$ cat src/rtl/pc_fetch_seq.sv
// pc_fetch_seq
//   Program-counter sequencer and instruction-fetch front end. Holds a
//   word-index PC and issues fetches over a req/ack handshake. Each fetched
//   word lands in a one-entry output slot with a valid/ready handshake toward
//   decode. Branch redirects and halt/resume control steer the sequence.
//
// Optional feature macro: PC_WRAP_TRAP_EN
//   Defined   : a fetch ack at the last PC sets a sticky trap and holds the
//               PC there. The core halts once that instruction is consumed,
//               and resume is ignored while trap is set.
//   Undefined : the PC wraps silently and trap is tied low.
//
// Ports
//   clk          in   rising-edge clock
//   rst_n        in   asynchronous active-low reset
//   imem_req     out  fetch request (FETCH state)
//   imem_addr    out  fetch address, always equal to pc_val
//   imem_ack     in   memory returns imem_rdata for imem_addr this cycle
//   imem_rdata   in   fetched word
//   instr        out  instruction held in the output slot
//   instr_pc     out  PC of instr
//   instr_valid  out  output slot full
//   instr_ready  in   decode consumes the slot when high with instr_valid
//   br_valid     in   single-cycle redirect request
//   br_target    in   redirect PC
//   halt_req     in   level; stop fetching at the next instruction boundary
//   resume       in   single-cycle pulse; leave HALT
//   pc_val       out  current PC register
//   halted       out  high in HALT
//   trap         out  sticky PC-overflow trap (macro builds only)
//
// State  | meaning
// IDLE   | first cycle out of reset, nothing fetched yet
// FETCH  | imem_req high, waiting for imem_ack
// FULL   | output slot holds an instruction, waiting for instr_ready
// HALT   | fetching stopped until resume (or reset)

module pc_fetch_seq #(
    parameter int              PC_W     = 5,
    parameter int              INSTR_W  = 32,
    parameter logic [PC_W-1:0] RESET_PC = '0
) (
    input  logic               clk,
    input  logic               rst_n,
    output logic               imem_req,
    output logic [PC_W-1:0]    imem_addr,
    input  logic               imem_ack,
    input  logic [INSTR_W-1:0] imem_rdata,
    output logic [INSTR_W-1:0] instr,
    output logic [PC_W-1:0]    instr_pc,
    output logic               instr_valid,
    input  logic               instr_ready,
    input  logic               br_valid,
    input  logic [PC_W-1:0]    br_target,
    input  logic               halt_req,
    input  logic               resume,
    output logic [PC_W-1:0]    pc_val,
    output logic               halted,
    output logic               trap
);

    typedef enum logic [1:0] {
        S_IDLE  = 2'd0,
        S_FETCH = 2'd1,
        S_FULL  = 2'd2,
        S_HALT  = 2'd3
    } state_t;

    state_t          state;
    state_t          state_nxt;
    logic [PC_W-1:0] pc_nxt;
    logic            capture;
    logic            trap_active;

`ifdef PC_WRAP_TRAP_EN
    localparam logic [PC_W-1:0] PC_LAST = {PC_W{1'b1}};
    logic trap_q;
    logic trap_set;
    assign trap        = trap_q;
    assign trap_active = trap_q;
`else
    assign trap        = 1'b0;
    assign trap_active = 1'b0;
`endif

    // The memory address is the PC itself; it only moves during a request
    // when a redirect lands.
    assign imem_addr = pc_val;

    // Next-state and datapath decisions. A redirect outranks every other
    // input in every state.
    always_comb begin
        state_nxt = state;
        pc_nxt    = pc_val;
        capture   = 1'b0;
`ifdef PC_WRAP_TRAP_EN
        trap_set  = 1'b0;
`endif
        case (state)
            S_IDLE: begin
                state_nxt = S_FETCH;
                if (br_valid) begin
                    pc_nxt = br_target;
                end
            end
            S_FETCH: begin
                if (br_valid) begin
                    // Any data acked this cycle belongs to the old path.
                    pc_nxt = br_target;
                end else if (imem_ack) begin
                    capture   = 1'b1;
                    state_nxt = S_FULL;
`ifdef PC_WRAP_TRAP_EN
                    if (pc_val == PC_LAST) begin
                        trap_set = 1'b1;
                    end else begin
                        pc_nxt = pc_val + 1'b1;
                    end
`else
                    pc_nxt = pc_val + 1'b1;
`endif
                end else if (halt_req) begin
                    // Nothing is in flight, so the current address is simply
                    // refetched after resume.
                    state_nxt = S_HALT;
                end
            end
            S_FULL: begin
                if (br_valid) begin
                    pc_nxt    = br_target;
                    state_nxt = S_FETCH;
                end else if (instr_ready) begin
                    state_nxt = (halt_req || trap_active) ? S_HALT : S_FETCH;
                end
            end
            S_HALT: begin
                if (br_valid) begin
                    pc_nxt = br_target;
                end else if (resume && !trap_active) begin
                    state_nxt = S_FETCH;
                end
            end
            default: begin
                state_nxt = S_IDLE;
            end
        endcase
    end

    // State register with Moore outputs registered from the next state so
    // they line up exactly with the state they describe.
    always_ff @(posedge clk or negedge rst_n) begin
        if (!rst_n) begin
            state       <= S_IDLE;
            pc_val      <= RESET_PC;
            instr       <= '0;
            instr_pc    <= '0;
            imem_req    <= 1'b0;
            instr_valid <= 1'b0;
            halted      <= 1'b0;
`ifdef PC_WRAP_TRAP_EN
            trap_q      <= 1'b0;
`endif
        end else begin
            state       <= state_nxt;
            pc_val      <= pc_nxt;
            imem_req    <= (state_nxt == S_FETCH);
            instr_valid <= (state_nxt == S_FULL);
            halted      <= (state_nxt == S_HALT);
            if (capture) begin
                instr    <= imem_rdata;
                instr_pc <= pc_val;
            end
`ifdef PC_WRAP_TRAP_EN
            if (trap_set) begin
                trap_q <= 1'b1;
            end
`endif
        end
    end

endmodule

$ cat config.mk
export PLATFORM = sky130hd
export DESIGN_NAME = pc_fetch_seq
export DESIGN_NICKNAME = d
export VERILOG_FILES = /design/src/rtl/pc_fetch_seq.sv
export SDC_FILE = /design/constraint.sdc
export NUM_CORES = 1
export LEC_CHECK = 0
export ABC_AREA = 1
export CAP_MARGIN = 15
export CORE_ASPECT_RATIO = 2
export CORE_MARGIN = 3
export CORE_UTILIZATION = 41
export DETAILED_ROUTE_END_ITERATION = 6
export GPL_ROUTABILITY_DRIVEN = 0
export PLACE_DENSITY = 0.8
export SLEW_MARGIN = 10
export SYNTH_ARGS = -nofsm -noshare
export SYNTH_HDL_FRONTEND = slang
export SYNTH_SLANG_ARGS = --single-unit
$ cat constraint.sdc
create_clock -name clk -period 1.57 [get_ports clk]
set_input_delay 0.2355 -clock clk [delete_from_list [all_inputs] [get_ports clk]]
set_output_delay 0.2355 -clock clk [all_outputs]
set_load 0.01 [all_outputs]
==> impl_metrics.toml <==
[run_status]
status = "finished, final reports clean"

[timing]
max_clock_freq_mhz = 656
final.setup.tns_ps = 0
rsz0062_at_grt = "no"
skew_ps = 5.55
fin_crit_sh_pct = 97.1
finalHoldViolCount = 0
hold_slack_ps = 415
period_needed_ps = 1520
drv_slew = 0
setup_viol = 0

[clock_network]
clk_path_buf_depth = 2
cts_buffers = 5
insertion_delay_ps = 290
h-tree-depth = 2
root_buffer = "clkbuf_8"
cts_tree = "built"
cts.clk_slew.worst_paths_ps = 80
cts_sinks = 47

[worst_setup_path]
critPathBufInv = 1
cp_slowest_cell = "clkdlybuf4s50_1"
path_max_fanout = 7
crit_family = "buffers and inverters"
max_stage_delay_ps = 560
crit_path_start_kind = "register"
crit_chain = "clkdlybuf4s50_1"
worstPathArrival_ps = 1290
crit_type = "reg -> out"
required_ps = 1330
endpoint_kind = "output port"

[pwr]
leakage_nw = 1.57
peakVddDrop_mv = 1.13
power_density_nw_per_um2 = 1770
p_total_mw = 5.58

[yosys]
synth_cell_types = 18
synth.top_cell.area_share_pct = 57.0
yosys_warnings = 0
synth_fa_ha_area_share_pct = 0.606
synth_xor_xnor_area_share_pct = 0
synth_top_cell_by_area = "dfrtp_1"
synth.mux.area_fraction_pct = 0
ys_top_cells_by_area = "dfrtp_1 57%, nand2_1 18%, nand3_1 11%"
synthCells = 242
synth_fp_nets = 287
syn_area_sq_um = 2060
avgSynthCellArea_sq_um = 8.53
synth_top_family_by_area = "simple AND/OR/NAND/NOR gates"
synthSimpleGateAreaFrac_pct = 31.6
seq_area_frac_synth_pct = 57.0
synth-seq-cells = 47
synth-compound-area-share_pct = 2.24

[cells_and_area]
regArea_sq_um = 1180
diodes = 0
fillers = 409
multi_input_area_sq_um = 714
design_area_sq_um = 3150
finalNonFillerCells = 391
mostFrequentLayoutCells = "100 x nand2_1, 91 x clkdlybuf4s50_1, 45 x nand3_1, 43 x dfrtp_1, 13 x inv_1"
syn_to_final_growth_pct = 52.8
drive_gt1_share_pct = 8.33
nets = 380
final_common_cell = "nand2_1"

[floorplanning]
coreArea_sq_um = 4730
dieArea_sq_um = 5970
core.rowCount = 35
start_util_pct = 43.6
io_pins = 95
die_w_um = 56.2
die_h_um = 106

[global_route]
antenna_found_initial = 0
grt_pass1_vias = 1907
grt_usage_pct = 19.4
grt_overflow_total = 0
grt_pass1_wl_um = 9090
grt_max_degree = 33

[routing]
via_per_inst = 4.83
drcViolationCount = 0
drtIter0Drc = 61
routed-via-count = 1888
antenna_left = 0
wire_per_inst_um = 13.7
drt_pre_antenna_iters = 6
routed_wl_um = 5350

[place]
dpl-instance-area_sq_um = 3040
dp.cells = 380
hpwl_um = 4070
port_buffers = 93

[hold_path]
hold_path.class = "in -> async"

[job]
max_cap_viol_count = 0
report_power, final:
group	internal [mW]	switching, mW	total, mW
clock	0.311	0.382	0.694
sequential	1.79	0.373	2.16
combinational	1.50	1.21	2.72
logic make-up after synthesis:
| family | count (synthesis) |
|---|---|
| and+or+nand+nor | 154 |
| buffers and inverters | 32 |
| adders and majority gates | 1 |
| DFF | 47 |
| other | 1 |
| AOI/OAI and AO/OA | 7 |
area by class of cell:
cell class,count,area share [%]
multi-input combinational,163,22.7
sequential,47,37.5
clock buffer,6,2.30
clock inverter,2,0.397
inverter,14,1.67
tap,55,2.18
timing repair buffer,104,33.3
metal layers:
layer	track usage (%)	up-vias	routed length, um
li1	-	941	-
met1	24.0	880	2110
met2	33.2	59	2880
met3	3.16	8	247
met4	7.30	0	112
met5	0	-	0
state kept, by name (all words and copies together) (netlist names):
name and count:
imem_addr 5, instr_valid 1, imem_req 1, instr_pc 5
state 2, halted 1, instr 32
synthesized netlist by cell type:
master and count:
buf_2 6, a21oi_1 2, nand2_2 1, dfrtp_1 47, o21ai_0 2, ha_1 1
nand3_1 45, clkbuf_1 3, inv_2 1, nand4_1 1, nor2_1 6, buf_6 3
nor3_4 1, buf_4 6, nand2_1 100, o21ai_2 3, conb_1 1, inv_1 13
what timing repair did:
action                                 CTS  global route
resized for setup                        4             1
hold buffers                             1             0
endpoints found under the hold margin   18             0
setup endpoints to repair                8             3
buffers inserted                         0             2
final timing paths:
| kind | endpoint | cells past startpoint | slack (ps) | from |
|---|---|---|---|---|
| worst max-delay path | pc_val[1] | 1 | 50 | imem_addr[1]$_DFFE_PN0P_ |
| max in group asynchronous | instr[7]$_DFFE_PN0P_ | 3 | 650 | rst_n |
| worst max register to register | state[1]$_DFF_PN0_ | 6 | 310 | state[1]$_DFF_PN0_ |
| worst min register to register | instr[27]$_DFFE_PN0P_ | 2 | 470 | instr[27]$_DFFE_PN0P_ |
| worst min-delay path | instr[13]$_DFFE_PN0P_ | 2 | 410 | rst_n |
| min in group clk | instr[27]$_DFFE_PN0P_ | 2 | 470 | instr[27]$_DFFE_PN0P_ |
through the flow:
step	worst slack [ps]	util (%)
floorplan	433	-
global placement	30.1	64.2
detailed placement	-16.8	64.2
CTS	7.50	66.3
global route	5.73	66.7
finish	46.0	66.7
Note: power is estimated with default switching activity, not from simulation.
